**config.mk**
```make
export PLATFORM = sky130hd
export DESIGN_NAME = id_stage
export DESIGN_NICKNAME = d
export VERILOG_FILES = /design/src/rtl/id_stage_pkg.sv /design/src/rtl/id_stage_regfile.sv /design/src/rtl/id_stage.sv
export SDC_FILE = /design/constraint.sdc
export NUM_CORES = 2
export LEC_CHECK = 0
export BUFFER_PORTS_ARGS = -buffer_cell sky130_fd_sc_hd__buf_2
export CAP_MARGIN = 0
export CORE_AREA = 3 3 335 304
export CTS_CLUSTER_DIAMETER = 120
export DETAILED_ROUTE_END_ITERATION = 6
export DIE_AREA = 0 0 338 307
export GPL_ROUTABILITY_DRIVEN = 0
export PLACE_DENSITY_LB_ADDON = 0.1
export SYNTH_ARGS = -nofsm -noshare
export SYNTH_HDL_FRONTEND = slang
export SYNTH_HIERARCHICAL = 1
export SYNTH_SLANG_ARGS = --single-unit
```
**constraint.sdc**
```tcl
create_clock -name clk -period 5.92 [get_ports clk]
set_input_delay 0.592 -clock clk [delete_from_list [all_inputs] [get_ports clk]]
set_output_delay 0.592 -clock clk [all_outputs]
set_load 0.02 [all_outputs]
```
**src/rtl/id_stage_pkg.sv**
```systemverilog
// Shared decode constants, bundle layouts and forward-bus helper for id_stage.
// Field widths match the 64-bit IF->ID and 148-bit ID->EX buses.
package id_stage_pkg;

  localparam int IF2ID_LEN = 64;
  localparam int ID2EX_LEN = 148;
  localparam int FWD_LEN   = 39;

  localparam int ALU_ADD  = 0;
  localparam int ALU_SUB  = 1;
  localparam int ALU_SLT  = 2;
  localparam int ALU_SLTU = 3;
  localparam int ALU_AND  = 4;
  localparam int ALU_NOR  = 5;
  localparam int ALU_OR   = 6;
  localparam int ALU_XOR  = 7;
  localparam int ALU_SLL  = 8;
  localparam int ALU_SRL  = 9;
  localparam int ALU_SRA  = 10;
  localparam int ALU_LUI  = 11;

  // inst[31:15]
  localparam logic [16:0] OP_ADD_W  = 17'h00020;
  localparam logic [16:0] OP_SUB_W  = 17'h00022;
  localparam logic [16:0] OP_SLT    = 17'h00024;
  localparam logic [16:0] OP_SLTU   = 17'h00025;
  localparam logic [16:0] OP_NOR    = 17'h00028;
  localparam logic [16:0] OP_AND    = 17'h00029;
  localparam logic [16:0] OP_OR     = 17'h0002a;
  localparam logic [16:0] OP_XOR    = 17'h0002b;
  localparam logic [16:0] OP_SLLI_W = 17'h00081;
  localparam logic [16:0] OP_SRLI_W = 17'h00089;
  localparam logic [16:0] OP_SRAI_W = 17'h00091;
  // inst[31:22]
  localparam logic [9:0]  OP_ADDI_W = 10'h00a;
  localparam logic [9:0]  OP_LD_W   = 10'h0a2;
  localparam logic [9:0]  OP_ST_W   = 10'h0a6;
  // inst[31:25]
  localparam logic [6:0]  OP_LU12I  = 7'h0a;
  // inst[31:26]
  localparam logic [5:0]  OP_JIRL   = 6'h13;
  localparam logic [5:0]  OP_B      = 6'h14;
  localparam logic [5:0]  OP_BL     = 6'h15;
  localparam logic [5:0]  OP_BEQ    = 6'h16;
  localparam logic [5:0]  OP_BNE    = 6'h17;

  typedef struct packed {
    logic        valid;
    logic        gr_we;
    logic [4:0]  dest;
    logic [31:0] result;
  } fwd_t;

  typedef struct packed {
    logic [11:0] alu_op;
    logic [31:0] src1;
    logic [31:0] src2;
    logic [31:0] st_data;
    logic [4:0]  dest;
    logic        gr_we;
    logic        mem_we;
    logic        res_from_mem;
    logic [31:0] pc;
  } id_ex_t;

  function automatic logic fwd_hit(
    input fwd_t       f,
    input logic [4:0] a
  );
    return f.valid & f.gr_we & (f.dest == a) & (a != 5'd0);
  endfunction

endpackage

```
**src/rtl/id_stage_regfile.sv**
```systemverilog
// 32x32 register file: two async read ports, one sync write port.
// r0 reads as zero and ignores writes; no write-through.
module regfile (
  input  logic        clk,
  input  logic [4:0]  raddr1,
  output logic [31:0] rdata1,
  input  logic [4:0]  raddr2,
  output logic [31:0] rdata2,
  input  logic        we,
  input  logic [4:0]  waddr,
  input  logic [31:0] wdata
);

  logic [31:0] rf [32];

  always_ff @(posedge clk) begin
    if (we && waddr != 5'd0) rf[waddr] <= wdata;
  end

  assign rdata1 = (raddr1 == 5'd0) ? 32'd0 : rf[raddr1];
  assign rdata2 = (raddr2 == 5'd0) ? 32'd0 : rf[raddr2];

endmodule

```
**src/rtl/id_stage.sv**
```systemverilog
// LA32R decode stage: decode, regfile read, branch resolve, hazard detect.
// Define ID_FORWARD_EN for EX/MEM/WB forwarding with load-use stall only.
module id_stage
  import id_stage_pkg::*;
(
  input  logic                 clk,
  input  logic                 reset,
  input  logic                 if_to_id_valid,
  input  logic [IF2ID_LEN-1:0] if_to_id_zip,
  output logic                 id_allowin,
  output logic                 br_taken,
  output logic [31:0]          br_target,
  input  logic                 ex_allowin,
  output logic                 id_to_ex_valid,
  output logic [ID2EX_LEN-1:0] id_to_ex_zip,
  input  logic [FWD_LEN-1:0]   ex_fwd,
  input  logic [FWD_LEN-1:0]   mem_fwd,
  input  logic [FWD_LEN-1:0]   wb_fwd,
  input  logic                 ex_is_load,
  input  logic                 wb_rf_we,
  input  logic [4:0]           wb_rf_waddr,
  input  logic [31:0]          wb_rf_wdata
);

  logic        id_valid;
  logic        cancel;
  logic [31:0] inst;
  logic [31:0] pc;
  logic        id_ready_go;
  logic        stall;
  logic        accept;

  assign id_allowin = ~id_valid | (id_ready_go & ex_allowin);
  assign accept     = if_to_id_valid & id_allowin;

  // A bundle arriving on the redirect edge is the wrong-path one.
  always_ff @(posedge clk) begin
    if (reset) begin
      id_valid <= 1'b0;
      cancel   <= 1'b0;
    end else begin
      if (accept)
        id_valid <= ~cancel & ~br_taken;
      else if (id_ready_go & ex_allowin)
        id_valid <= 1'b0;
      if (accept)
        cancel <= 1'b0;
      else if (br_taken)
        cancel <= 1'b1;
    end
  end

  always_ff @(posedge clk) begin
    if (accept) {inst, pc} <= if_to_id_zip;
  end

  logic [4:0] rd, rj, rk;
  assign rd = inst[4:0];
  assign rj = inst[9:5];
  assign rk = inst[14:10];

  logic is_add, is_sub, is_slt, is_sltu;
  logic is_and, is_or, is_nor, is_xor;
  logic is_slli, is_srli, is_srai;
  logic is_addi, is_lu12i, is_ld, is_st;
  logic is_jirl, is_b, is_bl, is_beq, is_bne;
  logic rtype, shift;

  assign is_add   = inst[31:15] == OP_ADD_W;
  assign is_sub   = inst[31:15] == OP_SUB_W;
  assign is_slt   = inst[31:15] == OP_SLT;
  assign is_sltu  = inst[31:15] == OP_SLTU;
  assign is_and   = inst[31:15] == OP_AND;
  assign is_or    = inst[31:15] == OP_OR;
  assign is_nor   = inst[31:15] == OP_NOR;
  assign is_xor   = inst[31:15] == OP_XOR;
  assign is_slli  = inst[31:15] == OP_SLLI_W;
  assign is_srli  = inst[31:15] == OP_SRLI_W;
  assign is_srai  = inst[31:15] == OP_SRAI_W;
  assign is_addi  = inst[31:22] == OP_ADDI_W;
  assign is_ld    = inst[31:22] == OP_LD_W;
  assign is_st    = inst[31:22] == OP_ST_W;
  assign is_lu12i = inst[31:25] == OP_LU12I;
  assign is_jirl  = inst[31:26] == OP_JIRL;
  assign is_b     = inst[31:26] == OP_B;
  assign is_bl    = inst[31:26] == OP_BL;
  assign is_beq   = inst[31:26] == OP_BEQ;
  assign is_bne   = inst[31:26] == OP_BNE;

  assign rtype = is_add | is_sub | is_slt | is_sltu
               | is_and | is_or | is_nor | is_xor;
  assign shift = is_slli | is_srli | is_srai;

  logic [11:0] alu_op;
  assign alu_op[ALU_ADD]  = is_add | is_addi | is_ld
                          | is_st | is_jirl | is_bl;
  assign alu_op[ALU_SUB]  = is_sub;
  assign alu_op[ALU_SLT]  = is_slt;
  assign alu_op[ALU_SLTU] = is_sltu;
  assign alu_op[ALU_AND]  = is_and;
  assign alu_op[ALU_NOR]  = is_nor;
  assign alu_op[ALU_OR]   = is_or;
  assign alu_op[ALU_XOR]  = is_xor;
  assign alu_op[ALU_SLL]  = is_slli;
  assign alu_op[ALU_SRL]  = is_srli;
  assign alu_op[ALU_SRA]  = is_srai;
  assign alu_op[ALU_LUI]  = is_lu12i;

  logic [31:0] si12, ui5, si20, offs16, offs26;
  assign si12   = {{20{inst[21]}}, inst[21:10]};
  assign ui5    = {27'd0, inst[14:10]};
  assign si20   = {inst[24:5], 12'd0};
  assign offs16 = {{14{inst[25]}}, inst[25:10], 2'b00};
  assign offs26 = {{4{inst[9]}}, inst[9:0], inst[25:10], 2'b00};

  logic [31:0] imm;
  logic        use1, use2, r2_rd;
  logic        src1_pc, src2_imm, dest_r1;
  logic        gr_we, mem_we, res_from_mem;

  always_comb begin
    imm          = 32'd0;
    use1         = 1'b0;
    use2         = 1'b0;
    r2_rd        = 1'b0;
    src1_pc      = 1'b0;
    src2_imm     = 1'b0;
    dest_r1      = 1'b0;
    gr_we        = 1'b0;
    mem_we       = 1'b0;
    res_from_mem = 1'b0;
    unique case (1'b1)
      rtype: begin
        use1  = 1'b1;
        use2  = 1'b1;
        gr_we = 1'b1;
      end
      shift: begin
        use1     = 1'b1;
        imm      = ui5;
        src2_imm = 1'b1;
        gr_we    = 1'b1;
      end
      is_addi: begin
        use1     = 1'b1;
        imm      = si12;
        src2_imm = 1'b1;
        gr_we    = 1'b1;
      end
      is_lu12i: begin
        imm      = si20;
        src2_imm = 1'b1;
        gr_we    = 1'b1;
      end
      is_ld: begin
        use1         = 1'b1;
        imm          = si12;
        src2_imm     = 1'b1;
        gr_we        = 1'b1;
        res_from_mem = 1'b1;
      end
      is_st: begin
        use1     = 1'b1;
        use2     = 1'b1;
        r2_rd    = 1'b1;
        imm      = si12;
        src2_imm = 1'b1;
        mem_we   = 1'b1;
      end
      is_jirl: begin
        use1     = 1'b1;
        src1_pc  = 1'b1;
        imm      = 32'd4;
        src2_imm = 1'b1;
        gr_we    = 1'b1;
      end
      is_bl: begin
        src1_pc  = 1'b1;
        imm      = 32'd4;
        src2_imm = 1'b1;
        gr_we    = 1'b1;
        dest_r1  = 1'b1;
      end
      is_beq, is_bne: begin
        use1  = 1'b1;
        use2  = 1'b1;
        r2_rd = 1'b1;
      end
      default: ;
    endcase
  end

  logic [4:0]  raddr2;
  logic [31:0] rdata1, rdata2;
  assign raddr2 = r2_rd ? rd : rk;

  regfile u_rf (
    .clk    (clk),
    .raddr1 (rj),
    .rdata1 (rdata1),
    .raddr2 (raddr2),
    .rdata2 (rdata2),
    .we     (wb_rf_we),
    .waddr  (wb_rf_waddr),
    .wdata  (wb_rf_wdata)
  );

  fwd_t exf, memf, wbf;
  assign exf  = ex_fwd;
  assign memf = mem_fwd;
  assign wbf  = wb_fwd;

  logic e1, m1, w1, e2, m2, w2;
  assign e1 = use1 & fwd_hit(exf, rj);
  assign m1 = use1 & fwd_hit(memf, rj);
  assign w1 = use1 & fwd_hit(wbf, rj);
  assign e2 = use2 & fwd_hit(exf, raddr2);
  assign m2 = use2 & fwd_hit(memf, raddr2);
  assign w2 = use2 & fwd_hit(wbf, raddr2);

  logic [31:0] r1_val, r2_val;

`ifdef ID_FORWARD_EN
  assign r1_val = e1 ? exf.result
                : m1 ? memf.result
                : w1 ? wbf.result
                : rdata1;
  assign r2_val = e2 ? exf.result
                : m2 ? memf.result
                : w2 ? wbf.result
                : rdata2;
  assign stall  = ex_is_load & (e1 | e2);
`else
  logic unused_fwd;
  assign unused_fwd = ^{exf.result, memf.result,
                        wbf.result, ex_is_load};
  assign r1_val = rdata1;
  assign r2_val = rdata2;
  assign stall  = e1 | m1 | w1 | e2 | m2 | w2;
`endif

  assign id_ready_go = ~stall;

  logic taken_cond;
  assign taken_cond = is_b | is_bl | is_jirl
                    | (is_beq & (r1_val == r2_val))
                    | (is_bne & (r1_val != r2_val));

  assign br_target = (is_jirl ? r1_val : pc)
                   + ((is_b | is_bl) ? offs26 : offs16);
  assign br_taken  = id_valid & id_ready_go & ex_allowin
                   & taken_cond & ~cancel;

  assign id_to_ex_valid = id_valid & id_ready_go;

  id_ex_t bundle;
  always_comb begin
    bundle.alu_op       = alu_op;
    bundle.src1         = src1_pc ? pc : r1_val;
    bundle.src2         = src2_imm ? imm : r2_val;
    bundle.st_data      = r2_val;
    bundle.dest         = dest_r1 ? 5'd1 : rd;
    bundle.gr_we        = gr_we;
    bundle.mem_we       = mem_we;
    bundle.res_from_mem = res_from_mem;
    bundle.pc           = pc;
  end
  assign id_to_ex_zip = bundle;

endmodule
```
Word level (Yosys, flattened, before mapping)

Memory sizes are Yosys's and may differ from the RTL's. A register that Yosys moved wholly into a read port is not among the register bits.
Cells that the tools add are included.

Flip-flop bits (word level): 66
Bits in writable memories: 1,024
Bits of input ports: 224
Output and inout port bits: 183
Word-level logic and storage cells: 130
Memories: 1

Add/subtract/negate cells: 1
Equal/unequal tests: 28
Multiplexer cells: 23
Bitwise gates (word level): 58
Reduce and logical (&&, ||, !) cells: 15

Memories:

| name    | words | bits a word | rd ports | clocked after Yosys merged registers in | write ports | line                   | source |
|---|---|---|---|---|---|---|---|
| u_rf.rf | 32    | 32          | 2        | 1                                       | 1           | id_stage_regfile.sv:14 | `logic [31:0] rf [32];` |

Operator list:

| cell                                           | count |
|---|---|
| 2-to-1 mux 32 bit                              | 6 |
| == test 17 x 6 -> 1 bit, second input constant | 8 |
| case mux 32 bit (4 select lines)               | 1 |
| == test 17 x 8 -> 1 bit, second input constant | 3 |
| adder 32 bit                                   | 1 |
| == test 32 bit                                 | 1 |
| != test 32 bit                                 | 1 |
| bitwise AND 1 bit                              | 30 |
| == test 5 bit                                  | 6 |
| == test 6 x 5 -> 1 bit, second input constant  | 5 |
| OR 1 bit                                       | 24 |
| == test 10 x 8 -> 1 bit, second input constant | 2 |
| 2-to-1 mux 5 bit                               | 3 |
| nonzero test 5 bit                             | 3 |
| OR reduction 7 bit                             | 2 |
| 2-to-1 mux 1 bit                               | 13 |
| == test 10 x 4 -> 1 bit, second input constant | 1 |
| zero test 5 bit                                | 2 |
| OR reduction 8 bit                             | 1 |
| == test 7 x 4 -> 1 bit, second input constant  | 1 |
| OR reduction 3 bit                             | 2 |
| NOT 1 bit                                      | 4 |
| OR reduction 2 bit                             | 2 |
| OR reduction 4 bit                             | 1 |
| 2 further kinds                                | 2 |

Longest topological paths before layout

Depth in word-level cells: 24
Mapped depth: 22
Mapped depth without buffers: 16

By module

The synthesis kept the hierarchy.

Modules (own cells, without submodules):

| module   | instances | cells each | area each (sq um) | sequential area each (sq um) |
|---|---|---|---|---|
| regfile  | 1         | 2,564      | 47,929.7          | 30,749.5 |
| id_stage | 1         | 609        | 6,155.9           | 1,961.9 |

Worst setup path before layout

Ideal clock, no wire load.

Path type: register to output
Start point: reg inst[30]
End point: out br_taken
Data arrival time: 5.140 ns
Data required time: 5.328 ns
Setup slack: 0.188 ns
Stages on the path, launching flop included: 21
Path buffers: 4
Cells stage by stage: edfxtp_1 > nor4b_2 > and4_1 > buf_4 > o211ai_2 > buf_4 > or3_1 > buf_2 > clkbuf_1 > o221ai_1 > a221oi_1 > a211oi_1 > xor2_1 > nor4_1 > nand4_1 > nor2_1 > xnor2_1 > a21o_1 > a21oi_1 > nand2_1 > nor4_1

Elaborated cells between the ends (all ways): 72
Classes of those cells: eq/ne (24); mux (5); bitwise (37); reduce/logical (5); memory (1)

RTL lines:

| item                                                           | line                   | source |
|---|---|---|
| start: declaration                                             | id_stage.sv:27         | `logic [31:0] inst;` |
| start signal: assignment                                       | id_stage.sv:54         | `if (accept) {inst, pc} <= if_to_id_zip;` |
| == test 10 x 8 -> 1 bit *                                      | id_stage.sv:82         | `assign is_st = inst[31:22] == OP_ST_W;` |
| via is_st                                                      | id_stage.sv:65         | `logic is_addi, is_lu12i, is_ld, is_st;` |
| OR reduction 3 bit (no line) *                                 | n/a                    |  |
| 2-to-1 mux 1 bit *                                             | id_stage.sv:132        | `unique case (1'b1)` |
| 2-to-1 mux 5 bit *                                             | id_stage.sv:195        | `assign raddr2 = r2_rd ? rd : rk;` |
| via raddr2[2]                                                  | id_stage.sv:193        | `logic [4:0] raddr2;` |
| memory (32 x 32 bit) / zero test 5 bit (equally long branches) | n/a                    |  |
| 2-to-1 mux 32 bit *                                            | id_stage_regfile.sv:21 | `assign rdata2 = (raddr2 == 5'd0) ? 32'd0 : rf[raddr2];` |
| via id_to_ex_zip[62]                                           | id_stage.sv:15         | `output logic [ID2EX_LEN-1:0] id_to_ex_zip,` |
| == test 32 bit                                                 | id_stage.sv:246        | `\| (is_beq & (r1_val == r2_val))` |
| bitwise AND 1 bit                                              | id_stage.sv:246        |  |
| OR 1 bit                                                       | id_stage.sv:246        |  |
| OR 1 bit *                                                     | id_stage.sv:247        | `\| (is_bne & (r1_val != r2_val));` |
| bitwise AND 1 bit * (2 in a row)                               | id_stage.sv:252        | `& taken_cond & ~cancel;` |
| end: declaration                                               | id_stage.sv:11         | `output logic br_taken,` |

The timed path passes the listed nets; every way through them passes the cells marked *.

Worst setup path after layout

Start point: reg inst[31]
End point: out br_taken

Elaborated cells between the ends (all ways): 72
Classes of those cells: eq/ne (24); mux (5); bitwise (37); reduce/logical (5); memory (1)

RTL lines:

| item                                                          | line |
|---|---|
| == test 10 x 8 -> 1 bit (tied with other cells)               | id_stage.sv:82 |
| OR reduction 3 bit (no line) *                                | n/a |
| 2-to-1 mux 1 bit *                                            | id_stage.sv:132 |
| 2-to-1 mux 5 bit *                                            | id_stage.sv:195 |
| via raddr2[2]                                                 | id_stage.sv:193 |
| branches (longest 10 deep; another with memory (32 x 32 bit)) | n/a |
| bitwise AND 1 bit * (2 in a row)                              | id_stage.sv:252 |

Mark *: on every way through the listed nets, which the timed path passes.

==> results.txt <==
----------------------------------------------------
[Power and ir drop]
  Total power density per cell area ... 295 nW/um^2
  Leakage dissipation ... 23.2 nW
  Sequential group share of total power ... 0.448
  Maximum resistive drop on vdd ... 0.000235 V
  Post-layout power ... 19.5 mW
  Switching component of the power ... 5.20 mW
  Internal portion of total power ... 14.3 mW
  Switching Share ... 0.267
  Clock network power share ... 0.373
  Combinational Power Share ... 0.179

[Critical path]
  Launch point of the critical path ... inst[31]
  Data arrival at the endpoint of the critical path ... 5.98 ns
  Crit path capture type ... output pin
  Largest stage delay on the critical path ... 0.60 ns
  FF-to-FF Start ... inst[31]
  Worst reg2reg endpoint ... cancel
  Worst-path cell with the longest stage delay ... or4bb_4
  Req. time, crit path ... 5.33 ns
  Capture point of the worst path ... br_taken
  Gate family responsible for the most delay along the worst path ... simple AND/OR/NAND/NOR gates
  Buffering stage count on the worst path with inverters included ... 5
  Library cell appearing most often on the critical path ... buf_4
  Max Fanout on Critical Path ... 27
  Worst Reg-to-Reg Cells ... 21
  Cells traversed along the worst timing path ... buf_4 -> or4bb_4 -> o21ai_2 -> o211ai_4 -> buf_12 -> buf_16 -> mux4_2 -> mux2_2 -> a221oi_2 -> a211oi_1 -> buf_4 -> xor2_2 -> nor4_4 -> nand4_1 -> nor2_2 -> xnor2_1 -> a21o_1 -> a21oi_2 -> nand2_1 -> nor4_2 -> buf_4
  Instance count on the critical path ... 21
  Kind of start point of the critical path ... flip-flop
  Startpoint-to-endpoint class of the critical path ... reg -> out
  Register-to-Register Setup Slack ... 0.08 ns

[Floorplan]
  Effective utilization at floorplan ... 0.550
  Die Height ... 307 um
  Floorplan core area ... 98300 sq um
  Count of standard-cell rows ... 109
  Die area ... 104000 sq um
  Width of the chip ... 338 um
  Top-level I/O count ... 407

[Run status]
  Run status ... finished, violations left
  Violations in the final reports ... capacitance limit, slew limit, setup timing

[Yosys]
  Area of the mapped netlist ... 54100 sq um
  Fraction of the yosys area taken by sequential cells ... 0.605
  Largest family of logic cells by synthesized area ... multiplexers
  Predominant post-synthesis flop cell ... edfxtp_1
  Simple-gate share of the synthesized area ... 0.0371
  Adder-cell share of the synthesized area ... 0.00708
  Post-Synthesis Mean Instance Area ... 17.0 sq um
  Gate count of the mapped netlist ... 3173
  Number of enable-type register cells in the synthesized netlist ... 1088
  Share of synthesized flip-flops with an asynchronous set or reset ... 0
  Share of the synthesized area in compound gates (AO/OA/AOI/OAI) ... 0.0736
  Count of different cell masters after synthesis ... 78
  Number of warnings reported in the yosys synthesis log ... 6
  Post-synthesis share of cell area spent on xor and xnor gates ... 0.0143
  Proportion of synthesized area in mux cells ... 0.236
  Number of storage elements in the synthesis netlist ... 1090

[STA]
  Worst Tran Pin Value ... 1.53 ns
  Fin crit period ... 6.58 ns
  Final setup fails ... 8
  Share of the clock period used by the worst path ... 1.11
  Fmax ... 0.152 GHz
  Setup repair after global routing missed its margin ... yes
  Headroom to the max-slew limit ... -0.0211
  Final Slew Violations ... 21
  Number of hold violations in the final report ... 0
  Worst slack on hold paths ... 0.0593 ns
  Post-Route Skew ... 0.0225 ns
  Final Worst Setup Slack ... -0.657 ns

[Layout]
  Most frequent standard cell in the layout excluding fill and tap cells ... edfxtp_1
  Fraction of layout instances using a drive strength above 1 ... 0.405
  Number of nets in the layout ... 4050
  Final Instance Area ... 66100 sq um
  Most used cells in the layout excluding fill and tap cells ... 1088 x edfxtp_1, 321 x mux2i_1, 321 x buf_4
  Area grow syn2layout ... 22.2%
  Non-filler cells in the finished layout ... 5239

[GRT]
  First-pass GRT wire length ... 279000 um
  Global-route total usage across every layer ... 0.388
  Largest net degree at the start of global routing ... 84
  Vias in the first global route ... 37387
  Antenna violations before repair ... 20
  Sum of overflow across all layers after global routing ... 0

[Routing]
  DRT iter0 DRCs ... 5622
  Detailed Route WL ... 204000 um
  Routed wire per std cell ... 38.9 um
  Via count ... 38307
  DRT antenna net count ... 0
  Vias per std cell ... 7.31
  Detailed-router iteration count before antenna repair ... 6
  # DRC ... 0

[Place]
  Placed wire-length estimate after detailed placement ... 121000 um
  Placed insts ... 4877
  Input/output buffers ... 309
  Post-placement cell area ... 59000 sq um

[Clock network]
  Quantity of hold-fixing buffers added after cts ... 0
  Clock edge transition at the registers on the reported setup and hold paths ... 0.07 ns
  Clock tree from TritonCTS ... yes
  Worst-skew pair later-pin latency ... 0.70 ns
  Number of H-tree levels ... 3
  Clock Root Buffer ... clkbuf_16
  Number of clock sinks seen by CTS ... 1090
  Maximum buffer depth of the clock tree ... 3
  Number of buffers added by the clock tree synthesis step ... 114

[Hold path]
  Class of the most critical hold timing path ... in -> reg
  Cell depth of the worst min-delay path ... 1
  Worst Min Path Start ... if_to_id_zip[34]

[Run]
  Max Cap Violations ... 1

----------------------------------------------------
[cells by family after synthesis]
kind of cell	after synthesis
compound gates	510
xor+xnor	88
fa+ha+maj	30
buf+inv	272
flops	1090
mux	800
other cells	1
simple gates	382
[per-layer routing]
metal  GRT usage  share of wire  routed length [um]  up-vias
met1       0.509           0.34               69600    19426
met4       0.224          0.068               13800       18
met5           0        0.00060                 123        -
met3       0.124           0.15               30600      705
li1            -              -                   -    14648
met2       0.573           0.44               89700     3510
[cell type report]
| class | instances | area (sq um) |
|---|---|---|
| Antenna cell | 10 | 25.0 |
| Clock buffer | 139 | 3010 |
| Clock inverter | 78 | 783 |
| Fill cell | 6456 | 32200 |
| Inverter | 12 | 50.0 |
| Multi-Input combinational cell | 1843 | 21600 |
| Sequential cell | 1090 | 32700 |
| Tap cell | 1332 | 1670 |
| Timing Repair Buffer | 735 | 6240 |
[timing repair]
action / 4_1_cts / 5_1_grt
gates resized for setup: 240 / 107
buffers inserted: 78 / 43
endpoints found under the setup margin: 19 / 14
pin swaps: 61 / 71
cloned: 20 / 1
[stage by stage]
stage,util,TNS (ns),setup slack (ns)
6_report,0.672,-1.44,-0.657
5_1_grt,0.672,-2.41,-0.741
4_1_cts,0.663,-0.983,-0.441
3_5_place_dp,0.600,-1.95,-0.569
3_3_place_gp,0.600,-1.98,-0.609
2_1_floorplan,-,0,0.188
[state kept, by name, summed over array words and instances, names as in the netlist]
name / count
inst: 32
u_rf/rf: 1024
pc: 32
cancel: 1
id_valid: 1
[how the worst min path moves through the flow]
stage	to	slack (ns)
2_1_floorplan	id_valid	0.49
3_3_place_gp	id_valid	0.50
3_5_place_dp	id_valid	0.53
4_1_cts	pc[29]	0.02
5_1_grt	pc[28]	0.04
6_report	inst[2]	0.06
[power by group through the flow]
| stage | Sequential, mW | Combinational, mW | Clock, mW |
|---|---|---|---|
| 3_5_place_dp | 8.88 | 2.94 | 0 |
| 6_report | 8.73 | 3.49 | 7.26 |
| 5_1_grt | 8.73 | 3.58 | 7.62 |
| 3_3_place_gp | 8.87 | 2.90 | 0 |
| 4_1_cts | 8.72 | 3.27 | 7.30 |
| 2_1_floorplan | 8.86 | 1.61 | 0 |
[cells in the mapped netlist (all sizes together), types with 5 or more instances]
| master | n | area (sq um) |
|---|---|---|
| o2111ai | 9 | 78.8 |
| buf | 140 | 957 |
| o21ai | 74 | 370 |
| nor2b | 39 | 244 |
| a21o | 14 | 105 |
| xnor2 | 21 | 184 |
| nand2b | 9 | 58.8 |
| nand3b | 7 | 52.6 |
| a21oi | 57 | 285 |
| o221ai | 64 | 561 |
| or3b | 6 | 52.6 |
| a22oi | 65 | 488 |
| a211oi | 66 | 495 |
| or4 | 6 | 48.8 |
| a221o | 19 | 190 |
| a22o | 10 | 87.6 |
| or2 | 5 | 31.3 |
| mux2 | 127 | 1430 |
| edfxtp | 1088 | 32700 |
| nand2 | 118 | 445 |
| ha | 29 | 363 |
| o21a | 5 | 37.5 |
| xor2 | 67 | 587 |
| nor4 | 18 | 113 |
| mux2i | 321 | 3210 |
| nand3 | 16 | 80.1 |
| a311oi | 33 | 289 |
| nand4 | 50 | 313 |
| o211ai | 8 | 111 |
| a221oi | 55 | 601 |
| and2 | 16 | 100 |
| mux4 | 352 | 8130 |
| clkbuf | 120 | 454 |
| nor3 | 10 | 61.3 |
| inv | 12 | 45.0 |
| nor2 | 65 | 249 |
No activity file was read; power rests on OpenSTA's default activity.
